**config.mk**
```make
export PLATFORM = sky130hd
export DESIGN_NAME = exe_muldiv
export DESIGN_NICKNAME = d
export VERILOG_FILES = /design/src/rtl/exe_muldiv.sv
export SDC_FILE = /design/constraint.sdc
export NUM_CORES = 1
export LEC_CHECK = 0
export ABC_AREA = 1
export ABC_CLOCK_PERIOD_IN_PS = 2900
export CORE_MARGIN = 1
export CORE_UTILIZATION = 40
export CTS_CLUSTER_DIAMETER = 100
export DETAILED_ROUTE_END_ITERATION = 10
export DONT_BUFFER_PORTS = 1
export SKIP_CTS_REPAIR_TIMING = 1
export SLEW_MARGIN = 10
export SYNTH_ARGS = -nofsm -noshare
export SYNTH_HDL_FRONTEND = slang
export SYNTH_SLANG_ARGS = --single-unit
```
**constraint.sdc**
```tcl
create_clock -name Clock -period 2.9 [get_ports Clock]
set_input_delay 0.29 -clock Clock [delete_from_list [all_inputs] [get_ports Clock]]
set_output_delay 0.29 -clock Clock [all_outputs]
set_load 0.005 [all_outputs]
```
**src/rtl/exe_muldiv.sv**
```systemverilog
// Iterative radix-2 multiply/divide unit holding the architectural HI/LO registers.
// One iteration per cycle in CALC, sign correction and HI/LO write-back in FIX.
module exe_muldiv #(
  parameter int unsigned WIDTH = 32
) (
  input  logic             Clock,
  input  logic             Resetn,
  input  logic             start,
  input  logic [2:0]       op,
  input  logic [WIDTH-1:0] a,
  input  logic [WIDTH-1:0] b,
  input  logic             id_hilo_use,
  output logic [WIDTH-1:0] hi,
  output logic [WIDTH-1:0] lo,
  output logic             busy,
  output logic             stall
);

  typedef enum logic [1:0] {S_IDLE, S_CALC, S_FIX} state_e;
  typedef enum logic [2:0] {
    OP_NONE  = 3'd0,
    OP_MULT  = 3'd1,
    OP_MULTU = 3'd2,
    OP_DIV   = 3'd3,
    OP_DIVU  = 3'd4,
    OP_MTHI  = 3'd5,
    OP_MTLO  = 3'd6,
    OP_NONE7 = 3'd7
  } op_e;

  state_e             state_q, state_d;
  op_e                op_q, op_d, op_in;
  logic [WIDTH-1:0]   hi_q, hi_d, lo_q, lo_d;
  logic               busy_q, busy_d;
  logic [5:0]         cnt_q, cnt_d;
  logic [WIDTH-1:0]   mcand_q, mcand_d;
  logic [WIDTH-1:0]   araw_q, araw_d;
  logic [2*WIDTH-1:0] acc_q, acc_d;
  logic               neg_res_q, neg_res_d;
  logic               neg_rem_q, neg_rem_d;
  logic               div0_q, div0_d;

  logic               signed_op, is_mul;
  logic [WIDTH-1:0]   mag_a, mag_b;
  logic [WIDTH:0]     sum, shifted_hi, diff;
  logic [2*WIDTH-1:0] prod;

  always_comb begin
    state_d   = state_q;
    op_d      = op_q;
    hi_d      = hi_q;
    lo_d      = lo_q;
    busy_d    = busy_q;
    cnt_d     = cnt_q;
    mcand_d   = mcand_q;
    araw_d    = araw_q;
    acc_d     = acc_q;
    neg_res_d = neg_res_q;
    neg_rem_d = neg_rem_q;
    div0_d    = div0_q;

    op_in     = op_e'(op);
    signed_op = (op_in == OP_MULT) || (op_in == OP_DIV);
    mag_a     = (signed_op && a[WIDTH-1]) ? -a : a;
    mag_b     = (signed_op && b[WIDTH-1]) ? -b : b;
    is_mul    = (op_q == OP_MULT) || (op_q == OP_MULTU);

    // Multiply: low half of acc holds the multiplier, partial product shifts in from the top.
    sum        = {1'b0, acc_q[2*WIDTH-1:WIDTH]} + (acc_q[0] ? {1'b0, mcand_q} : '0);
    // Divide: high half is the partial remainder, low half the dividend/quotient shift register.
    shifted_hi = acc_q[2*WIDTH-1:WIDTH-1];
    diff       = shifted_hi - {1'b0, mcand_q};
    prod       = neg_res_q ? -acc_q : acc_q;

    case (state_q)
      S_IDLE: begin
        if (start) begin
          case (op_in)
            OP_MULT, OP_MULTU, OP_DIV, OP_DIVU: begin
              op_d      = op_in;
              mcand_d   = mag_b;
              acc_d     = {{WIDTH{1'b0}}, mag_a};
              araw_d    = a;
              div0_d    = (b == '0);
              neg_res_d = signed_op && (a[WIDTH-1] ^ b[WIDTH-1]);
              neg_rem_d = signed_op && a[WIDTH-1];
              cnt_d     = '0;
              busy_d    = 1'b1;
              state_d   = S_CALC;
            end
            OP_MTHI: hi_d = a;
            OP_MTLO: lo_d = a;
            default: ;
          endcase
        end
      end
      S_CALC: begin
        if (is_mul) begin
          acc_d = {sum, acc_q[WIDTH-1:1]};
        end else if (!diff[WIDTH]) begin
          acc_d = {diff[WIDTH-1:0], acc_q[WIDTH-2:0], 1'b1};
        end else begin
          acc_d = {shifted_hi[WIDTH-1:0], acc_q[WIDTH-2:0], 1'b0};
        end
        cnt_d = cnt_q + 6'd1;
        if (cnt_q == 6'(WIDTH - 1)) state_d = S_FIX;
      end
      S_FIX: begin
        if (is_mul) begin
          hi_d = prod[2*WIDTH-1:WIDTH];
          lo_d = prod[WIDTH-1:0];
        end else if (div0_q) begin
          hi_d = araw_q;
          lo_d = '1;
        end else begin
          lo_d = neg_res_q ? -acc_q[WIDTH-1:0] : acc_q[WIDTH-1:0];
          hi_d = neg_rem_q ? -acc_q[2*WIDTH-1:WIDTH] : acc_q[2*WIDTH-1:WIDTH];
        end
        busy_d  = 1'b0;
        state_d = S_IDLE;
      end
      default: state_d = S_IDLE;
    endcase
  end

  always_ff @(posedge Clock) begin
    if (Resetn) begin
      state_q   <= S_IDLE;
      op_q      <= OP_NONE;
      hi_q      <= '0;
      lo_q      <= '0;
      busy_q    <= 1'b0;
      cnt_q     <= '0;
      mcand_q   <= '0;
      araw_q    <= '0;
      acc_q     <= '0;
      neg_res_q <= 1'b0;
      neg_rem_q <= 1'b0;
      div0_q    <= 1'b0;
    end else begin
      state_q   <= state_d;
      op_q      <= op_d;
      hi_q      <= hi_d;
      lo_q      <= lo_d;
      busy_q    <= busy_d;
      cnt_q     <= cnt_d;
      mcand_q   <= mcand_d;
      araw_q    <= araw_d;
      acc_q     <= acc_d;
      neg_res_q <= neg_res_d;
      neg_rem_q <= neg_rem_d;
      div0_q    <= div0_d;
    end
  end

  assign hi    = hi_q;
  assign lo    = lo_q;
  assign busy  = busy_q;
  assign stall = busy_q & id_hilo_use;

endmodule

```
==> out/qor.csv, run 1 <==
stage;metric;value;unit
cts;CTS clk-pin slew, worst paths;0.06;ns
cells_and_area;antenna cells;0;
sta;clk_skew;0.0377;ns
cells_and_area;layout cells sized above 1;6.81;%
cts;TritonCTS clock tree;yes;
die;Die Area;49600;um^2
critical_path;crit path max fanout;35;
sta;setup TNS;0;ns
placement;hpwl dp;61900;um
cells_and_area;Final Core Density;45.0;%
synth;distinct cell type count after synthesis;57;
global_route;largest net degree at the start of global routing;116;
global_route;M3 GR Usage;6.55;%
critical_path;slowest library cell on the worst path;nor3_1;
sta;Min Hold Slack;-0.0583;ns
route;1st-iter DRT viols;2476;
sta;max-slew violation count;0;
synth;flops & latches, synth;207;
synth;ys async rst share;0;%
min_path;HP Class;primary input to flip-flop;
global_route;GR peak layer;met1;
cells_and_area;Area growth syn-to-layout;10.5;%
sta;relative slew slack;29.7;%
sta;Final Cycle Share;98.1;%
synth;area leader, netlist;dfxtp_1;
sta;Final Hold Vio Count;11;
synth;post-synthesis sequential area ratio;21.3;%
cts;clk root buf;clkbuf_16;
route;# DRC;0;
placement;Final GP Congestion;1.01;
route;Via density;5.47;
synth;Synth Flop Type;dfxtp_1;
critical_path;crit-path max cell delay;0.43;ns
pwr;maximum vdd ir drop;0.623;mV
critical_path;worst endpoint data arrival time;3.34;ns
critical_path;nature of the critical path startpoint;flip-flop;
synth;net count after synthesis;3596;
global_route;met1 usage;46.3;%
cts;clock sinks;207;
placement;PortBufs;0;
sta;Max Freq;352;MHz
synth;synthesized instance count;3454;
global_route;met2 Usage GRT;44.6;%
cts;Clk Latency, worst-skew pair;0.59;ns
global_route;initial antenna violation count;0;
route;router iterations before antenna repair;6;
critical_path;most common cell type on the critical path;nand2_1;
sta;Worst-Margin Slew;1.05;ns
global_route;vias in the first global route;19561;
pwr;static leakage;10.7;nW
cts;Num CTS Buffers;25;
cells_and_area;nets;3589;
die;Die X;223;um
flow_run;MaxCap Viol Count;0;
cts;H-tree levels;1;
route;WL final;80000;um
die;Starting Density;40.7;%
die;Top Ports;137;
synth;Mean Syn Cell Area;5.64;um^2
die;Die Y-Extent;223;um
outcome;failing checks;negative hold slack;
global_route;global route overflow;0;
pwr;pwr/cell area;683;nW/um^2
synth;Netlist Area Pre-Place;19500;um^2
route;vias;22328;
global_route;first-pass GRT wire length;119000;um
die;Core Box Area;47800;um^2
cts;Max clock buf depth;3;
sta;# setup viols final;0;
synth;synth warn;0;
synth;synth top area cells;dfxtp_1 21%, nand2_1 19%, inv_1 9.5%;
critical_path;crit path cell chain;buf_12, nand2_1, inv_1, ha_1, nand2_1, nor2_1, inv_1, nor3_1, nand4_1, nand3_1, nand2_1, nand3_1, nand2_1, inv_1, nand2_1, a21oi_2;
synth;EDFF count, synth;0;
critical_path;required time worst endpoint;3.39;ns
route;DR WL/cell;19.6;um
synth;top-area cell type share of the netlist area;21.3;%
critical_path;Setup CP Type;flip-flop to flip-flop;
global_route;Tot GR Track Use;31.2;%
die;row cnt;80;
outcome;status;finished with violations;
critical_path;critical path capture point type;flip-flop;
route;post-route ant nets;0;
sta;fin crit period;2.84;ns
worst paths after layout:
path	startpoint	to	slack (ns)	cells past startpoint
hold / removal	b[26]	mcand_q[26]	-0.06	2
setup / recovery	acc_q[0]	acc_q[49]	0.06	16
hold reg to reg	araw_q[10]	araw_q[10]	0.46	2
setup reg to reg	acc_q[0]	acc_q[49]	0.06	16
per-stage QoR:
| stage | total power (W) | area, um^2 | setup slack [ns] | std cells |
|---|---|---|---|---|
| after floorplan | 0.00911 | 19500 | 0.505 | 3454 |
| after global placement | 0.0111 | 20300 | 0.178 | 3996 |
| after detailed placement | 0.0111 | 20300 | 0.208 | 3996 |
| after CTS | 0.0144 | 21100 | 0.190 | 4040 |
| after global routing | 0.0157 | 21500 | -0.00000888 | 4079 |
| final | 0.0147 | 21500 | 0.0555 | 4079 |
power by group:
| group | total (W) | internal [W] | switching [W] |
|---|---|---|---|
| combinational | 0.00782 | 0.00241 | 0.00541 |
| sequential | 0.00351 | 0.00314 | 0.000378 |
| clock | 0.00338 | 0.00198 | 0.00140 |
| total | 0.0147 | 0.00753 | 0.00719 |
area by class of cell:
cell class | instances | area [um^2]
Clock buffer | 34 | 709
Multi-Input combinational cell | 2591 | 12800
Sequential cell | 207 | 4150
Fill cell | 5320 | 26300
Clock inverter | 10 | 145
Tap cell | 615 | 769
Inverter | 511 | 1920
Timing Repair Buffer | 111 | 1040
Yosys cell counts, types with 16 or more instances:
cell type  number
o21ai_0       266
nand2_1       982
inv_1         495
buf_2          27
a31oi_1        19
nor3_1         38
nand4_1        37
nor2_1        383
nand3_1       222
nand2_4        16
a21oi_2        28
clkbuf_1       95
o21ai_1        22
o22ai_1        27
xor2_1         47
a21oi_1       280
dfxtp_1       207
ha_1           69
xnor2_1        18
cell usage in the layout (no fill, tap or decap), types with 5 or more instances in the layout:
cell and n:
o21bai_1 9, a21oi_1 280, o21ai_1 21, o221ai_1 5
dlygate4sd3_1 38, clkbuf_16 25, nor2_4 6, nand2_2 15
inv_1 495, inv_2 16, nor3_1 38, nand4_1 37
o22ai_1 27, a31oi_1 19, buf_12 7, ha_1 69
nor2_1 379, xnor2_1 18, a21o_1 5, o211ai_1 15
o21ai_0 266, nand2_1 981, xor2_1 47, nand3_2 15
buf_4 65, and2_1 11, clkbuf_8 5, a21oi_2 28
dfxtp_1 206, nand3_1 222, nand2_4 16, nor2_2 12
nand3b_1 10
metal layers:
metal / vias to the layer above / share of wire, %
li1: 11055 / -
met1: 10138 / 46
met2: 1017 / 41
met3: 118 / 11
met4: 0 / 2.8
met5: - / 0
cells by family (layout without fill, tap and decap cells):
group / after synthesis / after routing / synth area share, %
AOI/OAI and AO/OA: 695 / 695 / 19.5
xor gates and xnor gates: 65 / 65 / 2.92
buffers and inverters: 656 / 666 / 13.2
and+or+nand+nor: 1760 / 1760 / 38.5
adders and majority gates: 71 / 71 / 4.64
DFF: 207 / 207 / 21.3
registers in the layout (all words and copies together) (netlist names):
signal and flops:
araw_q 32, lo 32, mcand_q 32, neg_res_q 1, acc_q 64, neg_rem_q 1, div0_q 1, busy 1
state_q 2, hi 32, op_q 3, cnt_q 6
critical path: cells and delay by family, from the launching register on:
kind,cells,cell delay (ns)
DFF,1,0.33
buffers and inverters,4,0.44
and+or+nand+nor,10,1.54
AOI/OAI and AO/OA,1,0.10
adders and majority gates,1,0.35
(Power assumes the default switching activity.)
==> run 2: changes to the inputs <==
Settings changed: ABC_CLOCK_PERIOD_IN_PS 2900 to 2700, CORE_MARGIN 1 to 2.
Clock period 2.9 ns to 2.7 ns, I/O delays scaled along.
==> out/qor.csv, run 2 (same netlist as run 1, synthesis figures left out) <==
stage;metric;value;unit;change
critical_path;crit path cell chain;buf_4, inv_1, ha_1, nand3_2, nor2_2, nand2_1, nor2_1, nand2_1, inv_1, nand3_1, nand3_1, nand3_1, nand2_1, nand2_1, a21oi_1;;was buf_12, nand2_1, inv_1, ha_1, nand2_1, nor2_1, inv_1, nor3_1, nand4_1, nand3_1, nand2_1, nand3_1, nand2_1, inv_1, nand2_1, a21oi_2
critical_path;worst path buffer plus inverter count;3;;was 4
die;Starting Density;40.6;%;was 40.7%
die;Die Area;50500;um^2;was 49,600 um^2
cts;Max clock buf depth;3;;unchanged
critical_path;slowest library cell on the worst path;dfxtp_2;;was nor3_1
die;row cnt;80;;unchanged
cells_and_area;Layout fillers;5247;;was 5,320
route;DR WL/cell;19.5;um;was 19.6 um
global_route;largest net degree at the start of global routing;94;;was 116
critical_path;nature of the critical path startpoint;flip-flop;;unchanged
global_route;vias in the first global route;20103;;was 19.6k
cells_and_area;most common cell after layout, fill and taps aside;nand2_1;;unchanged
global_route;Tot GR Track Use;30.6;%;was 31.2%
cells_and_area;multi-input logic area;12900;um^2;was 12,800 um^2
pwr;maximum vdd ir drop;0.534;mV;was 0.623 mV
sta;Min Hold Slack;-0.0480;ns;was -0.0583 ns
die;Top Ports;137;;unchanged
cells_and_area;Top reg by flops;acc_q;;unchanged
route;vias;22822;;was 22.3k
min_path;HP Class;primary input to flip-flop;;unchanged
sta;Final Cycle Share;94.6;%;was 98.1%
cts;Num CTS Buffers;25;;unchanged
sta;relative slew slack;52.0;%;was 29.7%
cells_and_area;layout cells sized above 1;7.96;%;was 6.81%
sta;RSZ-0062 raised after global routing;no;;
sta;Worst-Margin Slew;0.720;ns;was 1.05 ns
cells_and_area;Area growth syn-to-layout;13.1;%;was 10.5%
sta;clk_skew;0.0121;ns;was 0.0377 ns
critical_path;critical path capture point type;flip-flop;;unchanged
flow_run;MaxCap Viol Count;0;;unchanged
sta;setup TNS;0;ns;unchanged
cts;clock sinks;207;;unchanged
cells_and_area;Reg area;4150;um^2;about the same
critical_path;reg2reg path depth;15;;was 16
cts;clk root buf;clkbuf_16;;unchanged
placement;PortBufs;0;;unchanged
placement;hpwl dp;62600;um;was 61,900 um
cells_and_area;most frequent cells in the layout;980 x nand2_1, 494 x inv_1, 378 x nor2_1;;was 981 x nand2_1, 495 x inv_1, 379 x nor2_1
die;Core Box Area;47900;um^2;was 47,800 um^2
critical_path;Setup CP Type;flip-flop to flip-flop;;unchanged
sta;Max Freq;391;MHz;was 352 MHz
critical_path;CP top delay family;simple AND/OR/NAND/NOR gates;;unchanged
critical_path;most common cell type on the critical path;nand2_1;;unchanged
global_route;global route overflow;0;;unchanged
route;post-route ant nets;0;;unchanged
outcome;status;finished with violations;;unchanged
cts;Clk Latency, worst-skew pair;0.57;ns;was 0.59 ns
die;Die X;225;um;was 223 um
cells_and_area;nets;3639;;was 3,589
min_path;Worst Hold Depth;4;;was 2
pwr;pwr/cell area;731;nW/um^2;was 683 nW/um^2
global_route;first-pass GRT wire length;120000;um;was 119,000 um
route;1st-iter DRT viols;2406;;was 2,476
global_route;initial antenna violation count;1;;was 0
sta;max-slew violation count;0;;unchanged
critical_path;worst endpoint data arrival time;3.04;ns;was 3.34 ns
cts;H-tree levels;1;;unchanged
cts;TritonCTS clock tree;yes;;unchanged
placement;Final GP Congestion;0.995;;was 1.01
sta;# setup viols final;0;;unchanged
critical_path;WP depth;15;;was 16
route;router iterations before antenna repair;6;;unchanged
pwr;static leakage;11.0;nW;was 10.7 nW
cts;CTS clk-pin slew, worst paths;0.06;ns;about the same
critical_path;crit path max fanout;4;;was 35
die;Die Y-Extent;225;um;was 223 um
outcome;failing checks;negative hold slack;;unchanged
route;Via density;5.52;;was 5.47
cells_and_area;antenna cells;0;;unchanged
critical_path;required time worst endpoint;3.19;ns;was 3.39 ns
cells_and_area;Largest register FFs;64;;unchanged
route;WL final;80500;um;was 80,000 um
sta;fin crit period;2.55;ns;was 2.84 ns
critical_path;crit-path max cell delay;0.34;ns;was 0.43 ns
route;# DRC;0;;unchanged
sta;Final Hold Vio Count;10;;was 11
==> run 2: routing by layer <==
| layer | wire length (um) | vias up | track usage (%) |
|---|---|---|---|
| met1 | 36900 | 10332 | 45.9 |
| met5 | 12 | - | 0 |
| li1 | - | 11173 | - |
| met3 | 8770 | 138 | 5.37 |
| met4 | 2660 | 2 | 9.27 |
| met2 | 32200 | 1177 | 44.0 |
==> run 2: final timing paths <==
check / startpoint / to / slack (ns)
max: acc_q[0] / hi[20] / 0.15
min: b[23] / mcand_q[23] / -0.05
max reg2reg: acc_q[0] / hi[20] / 0.15
min reg2reg: araw_q[3] / araw_q[3] / 0.47
==> run 2: area by class of cell <==
class	count	area share [%]
multi-input combinational	2592	58.4
sequential	207	18.8
inverter	511	8.70
timing repair buffer	160	6.64
tap	615	3.49
clock buffer	39	3.44
clock inverter	7	0.482
==> run 2: worst reg2reg max path, stage by stage, from the launching register on <==
cell     delay, ns
dfxtp_2       0.34
buf_4         0.17
inv_1         0.08
ha_1          0.23
nand3_2       0.13
nor2_2        0.20
nand2_1       0.12
nor2_1        0.11
nand2_1       0.20
inv_1         0.18
nand3_1       0.10
nand3_1       0.08
nand3_1       0.12
nand2_1       0.17
nand2_1       0.08
a21oi_1       0.16
==> run 2: stage by stage <==
| step | worst slack, ns | instances | util (%) | total power [W] | area (um^2) |
|---|---|---|---|---|---|
| final | 0.145 | 4131 | 46.0 | 0.0161 | 22000 |
| after global routing | 0.000159 | 4131 | 46.0 | 0.0172 | 22000 |
| after CTS | 0.149 | 4072 | 44.6 | 0.0157 | 21400 |
| after detailed placement | 0.167 | 4026 | 42.8 | 0.0121 | 20500 |
| after global placement | 0.214 | 4026 | 42.8 | 0.0121 | 20500 |
| after floorplan | 0.305 | 3454 | - | 0.00978 | 19500 |
==> run 2: power by group <==
group | leakage, nW | total (W) | internal (W) | switching [W]
logic | 8.89 | 0.00875 | 0.00281 | 0.00594
clock network | 0.423 | 0.00360 | 0.00213 | 0.00147
registers | 1.69 | 0.00376 | 0.00337 | 0.000389
